## config.mk

```make
export PLATFORM = sky130hd
export DESIGN_NAME = meas_framer
export DESIGN_NICKNAME = d
export VERILOG_FILES = /design/src/rtl/simps_pkg.sv /design/src/rtl/meas_buf.sv /design/src/rtl/meas_framer.sv
export SDC_FILE = /design/constraint.sdc
export NUM_CORES = 1
export LEC_CHECK = 0
export ABC_CLOCK_PERIOD_IN_PS = 4800
export BUFFER_PORTS_ARGS = -buffer_cell sky130_fd_sc_hd__buf_2
export CAP_MARGIN = 5
export CORE_MARGIN = 3
export CORE_UTILIZATION = 49
export CTS_BUF_LIST = sky130_fd_sc_hd__clkbuf_4 sky130_fd_sc_hd__clkbuf_8
export CTS_CLUSTER_SIZE = 40
export DETAILED_ROUTE_END_ITERATION = 8
export HOLD_SLACK_MARGIN = 0.08
export PLACE_DENSITY = 0.73
export SYNTH_ARGS = -nofsm -noshare
export SYNTH_HDL_FRONTEND = slang
export SYNTH_SLANG_ARGS = --single-unit
```

## constraint.sdc

```tcl
create_clock -name CLK_25M -period 4.8 [get_ports CLK_25M]
set_clock_uncertainty 0.2 [all_clocks]
set_input_delay 0.96 -clock CLK_25M [delete_from_list [all_inputs] [get_ports CLK_25M]]
set_output_delay 0.96 -clock CLK_25M [all_outputs]
set_load 0.01 [all_outputs]
```

## src/rtl/simps_pkg.sv

```systemverilog
// ---------------------------------------------------------------------------
// simps_pkg
//  Shared constants and types for the telemetry path.
//  MEAS_FRAME_BYTES : length of a measurement frame with the default 46 samples
//  MEAS_SYNC        : default frame header byte
//  FLAGS_OVR_BIT    : position of the overrun flag inside the flags byte
//  mf_state_t       : measurement framer state
// ---------------------------------------------------------------------------
package simps_pkg;

    localparam int         MEAS_FRAME_BYTES = 98;
    localparam logic [7:0] MEAS_SYNC        = 8'hA5;
    localparam int         FLAGS_OVR_BIT    = 7;

    typedef enum logic [1:0] {
        MF_IDLE,
        MF_CAPTURE,
        MF_SEND
    } mf_state_t;

endpackage

```

## src/rtl/meas_buf.sv

```systemverilog
// ---------------------------------------------------------------------------
// meas_buf
//  Simple dual-port sample store: one write port, one registered read port
//  with a single cycle of read latency.
//  Ports:
//   CLK_25M  in            clock
//   i_we     in            write enable
//   i_waddr  in  [AW-1:0]  write address
//   i_wdata  in  [W-1:0]   write data
//   i_raddr  in  [AW-1:0]  read address (sampled every cycle)
//   o_rdata  out [W-1:0]   word at i_raddr of the previous cycle
// ---------------------------------------------------------------------------
module meas_buf #(
    parameter int DEPTH = 46,
    parameter int WIDTH = 12,
    parameter int AW    = $clog2(DEPTH)
) (
    input  logic             CLK_25M,
    input  logic             i_we,
    input  logic [AW-1:0]    i_waddr,
    input  logic [WIDTH-1:0] i_wdata,
    input  logic [AW-1:0]    i_raddr,
    output logic [WIDTH-1:0] o_rdata
);

    logic [WIDTH-1:0] r_mem [DEPTH];

    always_ff @(posedge CLK_25M) begin
        if (i_we) begin
            r_mem[i_waddr] <= i_wdata;
        end
        o_rdata <= r_mem[i_raddr];
    end

endmodule

```

## src/rtl/meas_framer.sv

```systemverilog
// ---------------------------------------------------------------------------
// meas_framer
//  Captures SAMPLES measurement samples (keeping one of every DECIM strobes),
//  latches the PSU reading and top-level state, then streams a
//  6+2*SAMPLES byte frame to the protocol engine with a valid/ready handshake.
//  Frame: SYNC, seq, ps hi, ps lo, {hi,lo} per sample, flags, XOR checksum.
//  Ports:
//   CLK_25M       in       clock
//   reset         in       synchronous, active-high
//   arm           in       keep capturing and emitting frames
//   sample_valid  in       one-cycle strobe for sample_data
//   sample_data   in  [11:0] measurement sample
//   ps_dig        in  [9:0]  PSU ADC reading
//   controlstate  in  [3:0]  top-level FSM state
//   frame_data    out [7:0]  current frame byte (0 when not valid)
//   frame_valid   out      frame_data valid
//   frame_ready   in       consumer takes the byte when valid && ready
//   frame_last    out      high with the checksum byte
//   busy          out      framer not idle
//   overrun       out      sticky: a kept sample arrived while sending
// ---------------------------------------------------------------------------
module meas_framer
    import simps_pkg::*;
#(
    parameter int         SAMPLES   = 46,
    parameter int         DECIM     = 1,
    parameter logic [7:0] SYNC_BYTE = MEAS_SYNC
) (
    input  logic        CLK_25M,
    input  logic        reset,
    input  logic        arm,
    input  logic        sample_valid,
    input  logic [11:0] sample_data,
    input  logic [9:0]  ps_dig,
    input  logic [3:0]  controlstate,
    output logic [7:0]  frame_data,
    output logic        frame_valid,
    input  logic        frame_ready,
    output logic        frame_last,
    output logic        busy,
    output logic        overrun
);

    localparam int             FRAME_BYTES = 6 + 2 * SAMPLES;
    localparam int             IW          = $clog2(SAMPLES);
    localparam int             BW          = $clog2(FRAME_BYTES);
    localparam logic [BW-1:0]  LAST_B      = BW'(FRAME_BYTES - 1);
    localparam logic [BW-1:0]  FLAG_B      = BW'(FRAME_BYTES - 2);
    localparam logic [IW-1:0]  LAST_IDX    = IW'(SAMPLES - 1);
    localparam logic [7:0]     DECIM_MAX   = 8'(DECIM - 1);

    mf_state_t      r_state, w_next;
    logic [IW-1:0]  r_idx;
    logic [7:0]     r_decim;
    logic [BW-1:0]  r_b;
    logic [7:0]     r_seq;
    logic [7:0]     r_csum;
    logic           r_ovr;
    logic [9:0]     r_ps;
    logic [3:0]     r_cs;

    logic           w_keep, w_cap_wr, w_cap_done, w_accept, w_frame_end;
    logic [BW-1:0]  w_b_next;
    logic [IW-1:0]  w_rd_addr;
    logic [11:0]    w_rd_data;
    logic [7:0]     w_flags, w_byte;

    // Sample index carried by frame byte b (bytes outside the sample area
    // map to a harmless in-range address).
    function automatic logic [IW-1:0] b_to_k(input logic [BW-1:0] b);
        logic [BW-1:0] off;
        if (b < BW'(4)) return '0;
        off = (b - BW'(4)) >> 1;
        if (off > BW'(SAMPLES - 1)) return LAST_IDX;
        return off[IW-1:0];
    endfunction

    assign w_keep      = sample_valid && (r_decim == 8'd0);
    assign w_cap_wr    = (r_state == MF_CAPTURE) && arm && w_keep;
    assign w_cap_done  = w_cap_wr && (r_idx == LAST_IDX);
    assign w_accept    = (r_state == MF_SEND) && frame_ready;
    assign w_frame_end = w_accept && (r_b == LAST_B);

    // Read address follows the byte index of the coming cycle so the RAM
    // word is already there when its byte is presented: no bubbles.
    always_comb begin
        w_b_next = '0;
        if (r_state == MF_SEND) begin
            if (!w_accept)      w_b_next = r_b;
            else if (!w_frame_end) w_b_next = r_b + BW'(1);
        end
        w_rd_addr = b_to_k(w_b_next);
    end

    meas_buf #(.DEPTH(SAMPLES), .WIDTH(12), .AW(IW)) u_buf (
        .CLK_25M (CLK_25M),
        .i_we    (w_cap_wr),
        .i_waddr (r_idx),
        .i_wdata (sample_data),
        .i_raddr (w_rd_addr),
        .o_rdata (w_rd_data)
    );

    always_comb begin
        w_next = r_state;
        case (r_state)
            MF_IDLE:    if (arm) w_next = MF_CAPTURE;
            MF_CAPTURE: begin
                if (!arm)            w_next = MF_IDLE;
                else if (w_cap_done) w_next = MF_SEND;
            end
            MF_SEND:    if (w_frame_end) w_next = arm ? MF_CAPTURE : MF_IDLE;
            default:    w_next = MF_IDLE;
        endcase
    end

    always_comb begin
        w_flags                = '0;
        w_flags[3:0]           = r_cs;
        w_flags[FLAGS_OVR_BIT] = r_ovr;
    end

    // Byte mux: everything comes from registers, so the byte is stable
    // for as long as the consumer stalls.
    always_comb begin
        w_byte = '0;
        if (r_state == MF_SEND) begin
            if (r_b == BW'(0))       w_byte = SYNC_BYTE;
            else if (r_b == BW'(1))  w_byte = r_seq;
            else if (r_b == BW'(2))  w_byte = {6'b0, r_ps[9:8]};
            else if (r_b == BW'(3))  w_byte = r_ps[7:0];
            else if (r_b == FLAG_B)  w_byte = w_flags;
            else if (r_b == LAST_B)  w_byte = r_csum;
            else if (!r_b[0])        w_byte = {4'b0, w_rd_data[11:8]};
            else                     w_byte = w_rd_data[7:0];
        end
    end

    always_ff @(posedge CLK_25M) begin
        if (reset) begin
            r_state <= MF_IDLE;
            r_idx   <= '0;
            r_decim <= '0;
            r_b     <= '0;
            r_seq   <= '0;
            r_csum  <= '0;
            r_ovr   <= 1'b0;
        end else begin
            r_state <= w_next;
            if (sample_valid) begin
                r_decim <= (r_decim == DECIM_MAX) ? 8'd0 : r_decim + 8'd1;
            end
            if ((r_state == MF_IDLE) && arm) begin
                r_decim <= '0;
                r_idx   <= '0;
            end
            if (w_cap_wr) begin
                r_idx <= w_cap_done ? '0 : r_idx + IW'(1);
            end
            if ((r_state == MF_SEND) && w_keep) begin
                r_ovr <= 1'b1;
            end
            if (w_accept) begin
                if (w_frame_end) begin
                    r_b    <= '0;
                    r_csum <= '0;
                    r_seq  <= r_seq + 8'd1;
                end else begin
                    r_b    <= r_b + BW'(1);
                    r_csum <= r_csum ^ w_byte;
                end
            end
        end
    end

    // Snapshot taken together with the final sample write.
    always_ff @(posedge CLK_25M) begin
        if (w_cap_done) begin
            r_ps <= ps_dig;
            r_cs <= controlstate;
        end
    end

    assign frame_data  = w_byte;
    assign frame_valid = (r_state == MF_SEND);
    assign frame_last  = (r_state == MF_SEND) && (r_b == LAST_B);
    assign busy        = (r_state != MF_IDLE);
    assign overrun     = r_ovr;

endmodule

```

==> impl_metrics.py, run 1 <==
metrics = {
    "critical_path": {
        "rrSetupSlack_ps": 290,
        "ff2ff_path_depth": 16,
        "required_ps": 3640,
        "start_kind": "flop",
        "path_class": "reg2out",
        "endpoint_kind": "output port",
        "worstReg2RegEnd": "u_buf.o_rdata[2]",
        "crit_fanout": 13,
        "timing.rr.start": "r_b[1]",
        "cp.arrival_ps": 3480,
        "critPathLaunch": "r_b[4]",
        "endpoint": "frame_data[1]",
    },
    "logic_synthesis": {
        "synth_top_family_by_area": "simple AND/OR/NAND/NOR gates",
        "synth_xor_area_frac": 0.0110,
        "synth_cell_type_count": 68,
        "synth_edf_count": 566,
        "synth-simple-area-share": 0.126,
        "postSynthCellCount": 1913,
        "ys_ff_latch": 618,
        "muxShareOfSynthArea": 0.0433,
        "yosysTopAreaCell": "edfxtp_1",
        "ys_warn_count": 0,
        "synthTopCellsByCount": "566 x edfxtp_1, 410 x nand2_1, 119 x nor2_1",
        "synthesis.nets": 1954,
        "synth_area_leaders": "edfxtp_1 67%, nand2_1 6.1%, mux2i_1 4.2%, dfxtp_1 4.1%, a21oi_1 1.8%",
        "synth_fa_ha_area_frac": 0.00494,
        "async_reset_ff_frac": 0,
        "ys.flop_type": "edfxtp_1",
        "yosysMostFrequentCell": "edfxtp_1",
        "yosysSeqAreaShare": 0.713,
        "synth.top_cell.area_share": 0.672,
        "synth_compound_area_frac": 0.0783,
        "syn_area_mm2": 0.0253,
        "syn_avg_cell_area_um2": 13.2,
    },
    "floorplanning": {
        "io_pins": 43,
        "fp.dieH_um": 233,
        "initial_core_util": 0.500,
        "dieArea_mm2": 0.0544,
        "core_area_mm2": 0.0506,
        "placementRows": 82,
        "die_w_um": 233,
    },
    "sta": {
        "relSlewSlack": 0.271,
        "hold_violations": 0,
        "final.period_utilization": 0.967,
        "clock.fmax_mhz": 215,
        "report.final.slew_viol_count": 0,
        "tightest_slew_ps": 1090,
        "setup_viol": 0,
        "fin_crit_ps": 4640,
        "fin_hold_ws_ps": 237,
        "rsz0062_at_grt": "false",
        "setup_tns_ps": 0,
    },
    "route": {
        "drc_errors": 0,
        "routed_wl_um": 63700,
        "via_per_inst": 5.95,
        "vias": 16700,
        "wl_per_cell_um": 22.7,
        "first_pass_iters": 6,
        "drt-initial-drc-count": 1939,
        "detail-route-antenna-nets": 0,
    },
    "grt": {
        "grt_use_total": 0.233,
        "grt_max_degree": 63,
        "overflow": 0,
        "grt_pass1_vias": 16500,
        "antenna_found_initial": 0,
        "grt_pass1_wl_um": 95500,
    },
    "clocking": {
        "cts_buffers": 96,
        "cts_tree": "built",
        "clk_latency_ps": 710,
        "ctsHoldBuffers": 0,
        "root_buffer": "clkbuf_8",
        "cts.sinks": 618,
        "clkTransAtPathRegs_ps": 70,
        "htreeDepth": 3,
        "clockBufferDepth": 3,
    },
    "cells_and_area": {
        "finalNonFillerCells": 2813,
        "fin_util": 0.569,
        "register_area_mm2": 0.0180,
        "nFillCells": 3936,
        "layout.nets": 2107,
        "diodes": 0,
        "layout-drive-gt1-share": 0.159,
        "multi_input_area_mm2": 0.00673,
        "syn_to_final_growth_pct": 13.8,
        "final_cell_area_mm2": 0.0288,
    },
    "place": {
        "gp_congestion": 0.933,
        "io_buffer_count": 42,
        "place_area_mm2": 0.0269,
        "dp_hpwl_um": 38900,
        "place_inst": 2634,
    },
    "run": {
        "maxCapViolations": 0,
    },
    "pwr": {
        "sw_frac_of_total": 0.209,
        "ir_worst_vdd_mv": 0.234,
        "combPwrFrac": 0.013,
        "p_sw_mw": 2.14,
        "p_clk_frac": 0.412,
        "p_int_mw": 8.09,
        "power.leakage_nw": 10.3,
        "power.density_mw_per_mm2": 356,
        "seqPwrFrac": 0.574,
    },
    "worst_hold_path": {
        "hold_class": "in2reg",
    },
    "outcome": {
        "status": "completed",
    },
}
-- metal layers --
metal	GRT usage	share of wire	up-vias
li1	-	-	7465
met1	0.305	0.39	8155
met2	0.371	0.47	947
met3	0.0532	0.094	177
met4	0.110	0.044	0
met5	0	0	-
-- state kept, by name, summed over array words and instances (netlist names), named ones only --
| name | cells |
|---|---|
| u_buf.r_mem | 552 |
| u_buf.o_rdata | 12 |
| r_ps | 10 |
| r_csum | 8 |
| r_decim | 8 |
| r_seq | 8 |
| r_b | 6 |
| r_idx | 6 |
| r_cs | 4 |
| r_state | 2 |
| overrun | 1 |
-- worst max-delay path, stage by stage, from the launching register on --
cell and delay (ps):
dfxtp_1 440, or4_1 590, nor2_1 490, nand2_1 280, a221oi_1 420, a311oi_1 90, nor3_1 290, buf_2 200
-- layout make-up --
cell class,count,area share
Tap cell,672,0.0292
Inverter,11,0.00143
Multi-Input combinational cell,1173,0.234
Sequential cell,618,0.626
Clock inverter,41,0.00765
Timing Repair Buffer,166,0.0453
Clock buffer,132,0.0564
-- cells by family (layout without fill, tap and decap cells) --
kind of cell               count (synthesis)  in the layout
adders and majority gates                 10             10
DFF                                      618            618
and+or+nand+nor                          730            731
muxes                                    108            108
AOI/OAI and AO/OA                        293            293
xor gates and xnor gates                  31             31
buffers and inverters                    123            350
-- through the flow --
step / power [mW] / setup slack (ps)
floorplan: 6.01 / 738
global placement: 6.12 / 0.702
detailed placement: 6.13 / -70.9
CTS: 10.3 / 48.0
global route: 10.6 / 14.7
finish: 10.2 / 156
-- layout by cell type (no fill, tap or decap), types with 6 or more instances in the layout --
cell type  synthesis  final
nand2_1          410    409
clkbuf_8           0    101
o22a_1            10     10
dfxtp_1           52     52
inv_1             11     11
a21oi_1           92     91
buf_4             18    111
clkbuf_4           0     31
o21ai_0           28     28
a22oi_1           10     10
nand4_1           30     30
edfxtp_1         566    566
a211oi_1          11     11
xor2_1            19     19
and2_1            10      9
a31oi_1           37     37
nand3_1           73     73
xnor2_1           11     11
buf_2             52     42
mux2i_1          105    104
and3_1            31     31
nor2_1           119    119
buf_12             0     13
ha_1              10     10
a32oi_1           41     41
nor3_1            12     12
o22ai_1           24     24
nor4_1             8      6
clkinv_2           0      6
clkinv_1           0     27
-- worst min path at each step --
stage,start,to,cells past startpoint
finish,ps_dig[7],r_ps[7],1
global route,ps_dig[7],r_ps[7],1
CTS,ps_dig[7],r_ps[7],1
detailed placement,r_csum[0],r_csum[0],2
global placement,r_csum[2],r_csum[2],2
floorplan,r_csum[2],r_csum[2],2
-- power groups by stage --
stage	clock [mW]	combinational (mW)	sequential, mW
after floorplan	0	0.0239	5.99
after CTS	4.31	0.137	5.88
final	4.22	0.136	5.88
after detailed placement	0	0.137	5.99
after global routing	4.55	0.147	5.88
after global placement	0	0.131	5.99
-- repair_timing --
item	4_1_cts	5_1_grt
setup endpoints to repair	0	9
resized for setup	0	5
setup buffers	0	5
Power figures use the tool's default switching activity.
==> inputs of run 2 (changes only) <==
ABC_CLOCK_PERIOD_IN_PS = 5300   (was 4800)
MAX_ROUTING_LAYER = met4   (was default)
clock period = 5.3 ns   (was 4.8 ns; I/O delays follow)
==> run 2 against run 1 <==
Against the previous run:
- non-clock buffer count fell by 39
- global-route usage rose by 0.18 points
- die area did not move
- sequential cell count did not move
- clock power fell by 5.5%
- wire length fell by 2.9%
- first-iteration DRC count fell by 18%
- design area fell by 1.1%
- sequential share of layout area rose by 0.67 points
- final cell count fell by 1.1%
- highest routed layer unchanged
==> impl_metrics.py, run 2 (same netlist as run 1, synthesis figures left out) <==
metrics = {
    "critical_path": {
        "ff2ff_path_depth": 17,
        "timing.rr.start": "r_b[1]",
        "path_class": "reg2reg",
        "path_delay_family": "simple AND/OR/NAND/NOR gates",
        "slowest_delay_ps": 670,
        "path_cells": "buf_4 -> inv_1 -> ha_1 -> and4b_1 -> nand3_1 -> nand2_2 -> nor2_2 -> inv_1 -> ha_1 -> o31a_2 -> mux2i_1 -> and2_4 -> and3_1 -> a211oi_1 -> nor4_1 -> buf_4 -> a211oi_1",
        "required_ps": 5660,
        "start_kind": "flop",
        "cpMaxStageDelayCell": "and2_4",
        "cp.arrival_ps": 5290,
        "endpoint_kind": "flop",
        "path_buf_inv": 4,
        "rrSetupSlack_ps": 370,
        "worstReg2RegEnd": "u_buf.o_rdata[11]",
        "crit_fanout": 54,
    },
    "clocking": {
        "cts.sinks": 618,
        "clkTransAtPathRegs_ps": 60,
        "clk_latency_ps": 680,
        "cts_buffers": 98,
        "root_buffer": "clkbuf_8",
        "cts_tree": "built",
        "postCtsSetupRepairBufs": 0,
        "clockBufferDepth": 3,
        "htreeDepth": 3,
    },
    "worst_hold_path": {
        "hold_depth": 2,
        "hp-start": "r_csum[2]",
        "min_to": "r_csum[2]",
        "hold_class": "reg2reg",
    },
    "run": {
        "maxCapViolations": 0,
    },
    "route": {
        "routed_wl_um": 61900,
        "detail-route-antenna-nets": 0,
        "drc_errors": 0,
        "drt-initial-drc-count": 1586,
        "first_pass_iters": 6,
        "wl_per_cell_um": 22.2,
        "via_per_inst": 5.84,
        "vias": 16200,
    },
    "floorplanning": {
        "placementRows": 82,
        "io_pins": 43,
        "fp.dieH_um": 233,
        "dieArea_mm2": 0.0544,
        "core_area_mm2": 0.0506,
        "initial_core_util": 0.500,
        "die_w_um": 233,
    },
    "sta": {
        "setup_tns_ps": 0,
        "final.period_utilization": 0.929,
        "fin_crit_ps": 4930,
        "report.final.slew_viol_count": 0,
        "layout_setup_ws_ps": 374,
        "fin_hold_ws_ps": 319,
        "hold_violations": 0,
        "clock.fmax_mhz": 203,
        "relSlewSlack": 0.176,
        "tightest_slew_ps": 1230,
        "rsz0062_at_grt": "false",
        "setup_viol": 0,
    },
    "place": {
        "place_inst": 2600,
        "preCtsSetupSlack_ps": 187,
        "dp_hpwl_um": 37700,
        "gp_congestion": 0.917,
        "io_buffer_count": 42,
    },
    "grt": {
        "grt_pass1_vias": 16300,
        "grt_max_degree": 105,
        "antenna_found_initial": 2,
        "overflow": 0,
        "grt_pass1_wl_um": 94100,
        "grt_use_total": 0.235,
    },
    "outcome": {
        "status": "completed",
    },
    "pwr": {
        "combPwrFrac": 0.013,
        "p_clk_frac": 0.423,
        "p_int_mw": 7.49,
        "ir_worst_vdd_mv": 0.316,
        "sw_frac_of_total": 0.207,
        "p_sw_mw": 1.95,
        "power.leakage_nw": 10.1,
        "seqPwrFrac": 0.565,
        "power.density_mw_per_mm2": 331,
    },
    "cells_and_area": {
        "top_regs": "u_buf.r_mem x552, u_buf.o_rdata x12, r_ps x10",
        "multi_input_area_mm2": 0.00669,
        "nFillCells": 4022,
        "final_common_cell": "edfxtp_1",
        "fin_util": 0.563,
        "register_area_mm2": 0.0180,
        "largest_reg_flops": 552,
        "max_flop_register": "u_buf.r_mem",
        "layout_common_cells": "566 x edfxtp_1, 409 x nand2_1, 119 x nor2_1",
        "layout.nets": 2069,
        "syn_to_final_growth_pct": 12.6,
        "layout-drive-gt1-share": 0.144,
        "finalNonFillerCells": 2781,
    },
}
-- run 2: changes by cell type in the layout (fill, tap and decap cells not counted), sizes merged --
cell,previous run,this run
buf,166,127
clkinv,36,47
clkbuf,132,125
bufinv,0,4
clkinvlp,3,1
diode,0,2
and2,11,10
-- run 2: layout make-up --
| type | count | area share |
|---|---|---|
| Inverter | 11 | 0.00145 |
| Timing Repair Buffer | 127 | 0.0329 |
| Sequential cell | 618 | 0.633 |
| Multi-Input combinational cell | 1172 | 0.235 |
| Clock inverter | 54 | 0.0127 |
| Antenna cell | 2 | 0.000176 |
| Tap cell | 672 | 0.0295 |
| Clock buffer | 125 | 0.0551 |
-- run 2: what timing repair did --
action | 4_1_cts | 5_1_grt
endpoints found under the setup margin | 0 | 1
gates resized for setup | 0 | 1
hold buffers | 0 | 0
-- run 2: routing by layer --
metal / GRT usage / part of all wire / vias to the layer above
li1: - / - / 7410
met3: 0.0530 / 0.075 / 142
met1: 0.295 / 0.41 / 7974
met4: 0.0928 / 0.038 / 0
met2: 0.373 / 0.48 / 711
met5: - / 0 / -
-- run 2: how the worst max path moves through the flow --
stage	startpoint	to	slack, ps	cells past startpoint
3_5_place_dp	frame_ready	u_buf.o_rdata[2]	190	15
4_1_cts	r_b[1]	u_buf.o_rdata[2]	330	16
3_3_place_gp	frame_ready	u_buf.o_rdata[2]	250	14
2_1_floorplan	frame_ready	u_buf.o_rdata[1]	1140	19
5_1_grt	r_b[1]	u_buf.o_rdata[1]	80	17
6_report	r_b[1]	u_buf.o_rdata[11]	370	17
-- run 2: worst min-delay path, delay by kind of cell (launching register included) --
kind | cells | cell delay, ps
AOI/OAI and AO/OA | 2 | 150
DFF | 1 | 320
-- run 2: power groups by stage --
| stage | sequential, mW | clock [mW] | combinational, mW |
|---|---|---|---|
| floorplan | 5.43 | 0 | 0.0217 |
| global placement | 5.43 | 0 | 0.114 |
| detailed placement | 5.43 | 0 | 0.119 |
| CTS | 5.32 | 4.06 | 0.119 |
| global route | 5.32 | 4.29 | 0.128 |
| finish | 5.33 | 3.99 | 0.119 |
-- run 2: metrics by stage --
step | total power [mW] | instance area (um^2)
after CTS | 9.50 | 28500
after detailed placement | 5.55 | 26500
final | 9.43 | 28500
after global routing | 9.74 | 28500
after floorplan | 5.45 | 25300
after global placement | 5.54 | 26500
==> inputs of run 3 (changes only) <==
--- a/config.mk
+++ b/config.mk
@@ -6,4 +6,5 @@
 export NUM_CORES = 1
 export LEC_CHECK = 0
+export ABC_AREA = 1
 export ABC_CLOCK_PERIOD_IN_PS = 5300
 export BUFFER_PORTS_ARGS = -buffer_cell sky130_fd_sc_hd__buf_2
@@ -14,4 +15,5 @@
 export CTS_CLUSTER_SIZE = 40
 export DETAILED_ROUTE_END_ITERATION = 8
+export GPL_TIMING_DRIVEN = 0
 export HOLD_SLACK_MARGIN = 0.08
 export MAX_ROUTING_LAYER = met4
==> constraint.sdc (replaced) <==
create_clock -name CLK_25M -period 5.3 [get_ports CLK_25M]
set_clock_uncertainty 0.2 [all_clocks]
set_input_delay 0.795 -clock CLK_25M [delete_from_list [all_inputs] [get_ports CLK_25M]]
set_output_delay 0.795 -clock CLK_25M [all_outputs]
set_load 0.01 [all_outputs]
==> run 3 against run 2 <==
Against the previous run:
- sequential cell count unchanged
- register-to-register slack improved by 470 ps
- clock power is essentially flat
- combinational power rose by 29%
- sequential share of layout area is 4.5 points lower
- critical path depth grew 6
- design area increased by 7.6%
- wire length is 30% higher
- count of clock-buffer cells in the layout is 14 higher
- global-route usage grew 4.5 points
- via count grew 24%
- critical path type unchanged
- critical endpoint is now u_buf.o_rdata[6]
- largest cell class unchanged
- largest power group unchanged
==> impl_metrics.py, run 3 <==
metrics = {
    "cells_and_area": {
        "finalNonFillerCells": 3565,
        "multi_input_area_mm2": 0.00714,
        "syn_to_final_growth_pct": 11.9,
        "nFillCells": 4701,
        "max_flop_register": "u_buf.r_mem",
        "top_regs": "u_buf.r_mem x552, u_buf.o_rdata x12, r_ps x10",
        "final_common_cell": "edfxtp_1",
        "layout_common_cells": "566 x edfxtp_1, 481 x nand3_1, 428 x nand2_1",
        "largest_reg_flops": 552,
        "layout-drive-gt1-share": 0.123,
        "register_area_mm2": 0.0180,
        "layout.nets": 2783,
    },
    "sta": {
        "clock.fmax_mhz": 224,
        "final.period_utilization": 0.841,
        "setup_tns_ps": 0,
        "setup_viol": 0,
        "tightest_slew_ps": 1310,
        "fin_crit_ps": 4460,
        "fin_hold_ws_ps": 231,
        "rsz0062_at_grt": "false",
        "report.final.slew_viol_count": 0,
        "relSlewSlack": 0.121,
        "hold_violations": 0,
    },
    "logic_synthesis": {
        "syn_avg_cell_area_um2": 10.6,
        "yosysMostFrequentCell": "edfxtp_1",
        "synth_cell_type_count": 44,
        "synthTopCellsByCount": "566 x edfxtp_1, 481 x nand3_1, 428 x nand2_1",
        "synth_area_leaders": "edfxtp_1 62%, nand3_1 8.8%, nand2_1 5.9%, inv_1 5.1%, dfxtp_1 3.8%",
        "yosysTopAreaCell": "edfxtp_1",
        "ys.flop_type": "edfxtp_1",
        "yosysSeqAreaShare": 0.658,
        "synth.top_cell.area_share": 0.620,
        "syn_area_mm2": 0.0274,
        "synth_edf_count": 566,
        "postSynthCellCount": 2576,
        "synthesis.nets": 2617,
        "async_reset_ff_frac": 0,
        "ys_warn_count": 0,
        "ys_ff_latch": 618,
    },
    "pwr": {
        "power.leakage_nw": 12.1,
        "power_mw": 9.44,
        "power.density_mw_per_mm2": 308,
        "ir_worst_vdd_mv": 0.290,
    },
    "clocking": {
        "postCtsSetupRepairBufs": 0,
        "ctsHoldBuffers": 14,
        "cts_buffers": 99,
        "clk_latency_ps": 710,
        "cts.sinks": 618,
        "clkTransAtPathRegs_ps": 60,
        "htreeDepth": 3,
        "post_cts_resized": 0,
        "clockBufferDepth": 3,
        "cts_tree": "built",
        "root_buffer": "clkbuf_8",
    },
    "critical_path": {
        "slowest_delay_ps": 620,
        "required_ps": 5700,
        "timing.rr.start": "r_b[1]",
        "path_cells": "inv_1 -> ha_1 -> nand2_4 -> nor2_8 -> nand2_2 -> nand2_4 -> inv_2 -> nand2_2 -> ha_1 -> nand2_1 -> clkinv_1 -> nand2_1 -> nand2_1 -> nand2_1 -> nand2_4 -> inv_1 -> o21ai_2 -> inv_1 -> clkbuf_1 -> nand3_1 -> nand3_1 -> nand3_1 -> nand2_1",
        "critPathLaunch": "r_b[1]",
        "endpoint_kind": "flop",
        "crit_fanout": 10,
        "path_class": "reg2reg",
        "crit_top_cell": "nand2_1",
        "cp.arrival_ps": 4860,
        "cpMaxStageDelayCell": "clkbuf_1",
        "start_kind": "flop",
    },
    "floorplanning": {
        "io_pins": 43,
        "dieArea_mm2": 0.0588,
        "fp.dieH_um": 242,
        "initial_core_util": 0.496,
        "die_w_um": 242,
        "core_area_mm2": 0.0552,
        "placementRows": 86,
    },
    "grt": {
        "top_usage_layer": "met2",
        "grt_pass1_vias": 19500,
        "grt_pass1_wl_um": 119000,
        "antenna_found_initial": 1,
        "grt_max_degree": 47,
        "overflow": 0,
        "use_met2": 0.434,
        "met3_usage": 0.0694,
        "use_met1": 0.357,
        "grt_use_total": 0.280,
    },
    "route": {
        "via_per_inst": 5.66,
        "drt-initial-drc-count": 2437,
        "wl_per_cell_um": 22.6,
        "vias": 20200,
        "routed_wl_um": 80700,
        "detail-route-antenna-nets": 0,
        "drc_errors": 0,
        "first_pass_iters": 6,
    },
    "place": {
        "dp_hpwl_um": 53200,
        "place_inst": 3371,
        "gp_congestion": 1.01,
        "io_buffer_count": 41,
    },
    "outcome": {
        "status": "completed",
    },
    "run": {
        "maxCapViolations": 0,
    },
    "worst_hold_path": {
        "hp-start": "reset",
        "hold_class": "in2reg",
    },
}
## run 3: changes by cell type after synthesis, sizes merged, moves of 38 or more
| cell | previous run | this run |
|---|---|---|
| nand3 | 73 | 484 |
| inv | 11 | 375 |
| mux2i | 105 | 0 |
| nand3b | 5 | 109 |
| o21ai | 31 | 109 |
| a32oi | 41 | 0 |
| buf | 75 | 113 |
## run 3: final cells by class
| type | count | share of cell area |
|---|---|---|
| sequential | 618 | 0.588 |
| multi-input combinational | 1440 | 0.233 |
| clock buffer | 139 | 0.0547 |
| inverter | 376 | 0.0460 |
| tap | 748 | 0.0305 |
| buffer | 142 | 0.0266 |
| timing repair buffer | 65 | 0.0141 |
| clock inverter | 36 | 0.00641 |
| antenna | 1 | 0.0000816 |
## run 3: routing by layer
metal  vias up  share of wire
li1       9122              -
met5         -              0
met2      1082           0.46
met1      9777           0.40
met4         0          0.036
met3       196           0.11
## run 3: worst paths after layout
kind	to	slack (ps)	cells after the start
worst max register to register	u_buf.o_rdata[6]	840	23
worst min-delay path	r_seq[2]	230	2
worst max-delay path	u_buf.o_rdata[6]	840	23
worst min register to register	r_csum[1]	270	2
## run 3: metrics by stage
step,cell area (um^2),utilization,worst slack [ps]
6_report,30700,0.555,843
5_1_grt,30700,0.555,664
4_1_cts,30600,0.555,996
3_5_place_dp,28600,0.518,619
3_3_place_gp,28500,0.517,693
2_1_floorplan,27400,-,1980
## run 3: worst max-delay path: cells and delay by family, from the launching register on
family | cells | cell delay (ps)
buf+inv | 6 | 1320
simple gates | 14 | 1890
fa+ha+maj | 2 | 420
compound gates | 1 | 120
flops | 1 | 370
## run 3: kinds of logic (layout without fill, tap and decap cells)
kind of cell | after synthesis | count (layout) | synth area share
AOI/OAI and AO/OA | 212 | 212 | 0.0437
xor gates and xnor gates | 2 | 2 | 0.000640
adders and majority gates | 10 | 10 | 0.00457
buffers and inverters | 518 | 758 | 0.0813
DFF | 618 | 618 | 0.658
other | 0 | 1 | 0
and+or+nand+nor | 1216 | 1216 | 0.211
## run 3: report_power, final
part | switching (mW) | total, mW | internal [mW]
registers | 0.00296 | 5.33 | 5.32
clock network | 1.88 | 3.96 | 2.08
logic | 0.127 | 0.153 | 0.0254
total | 2.01 | 9.44 | 7.43
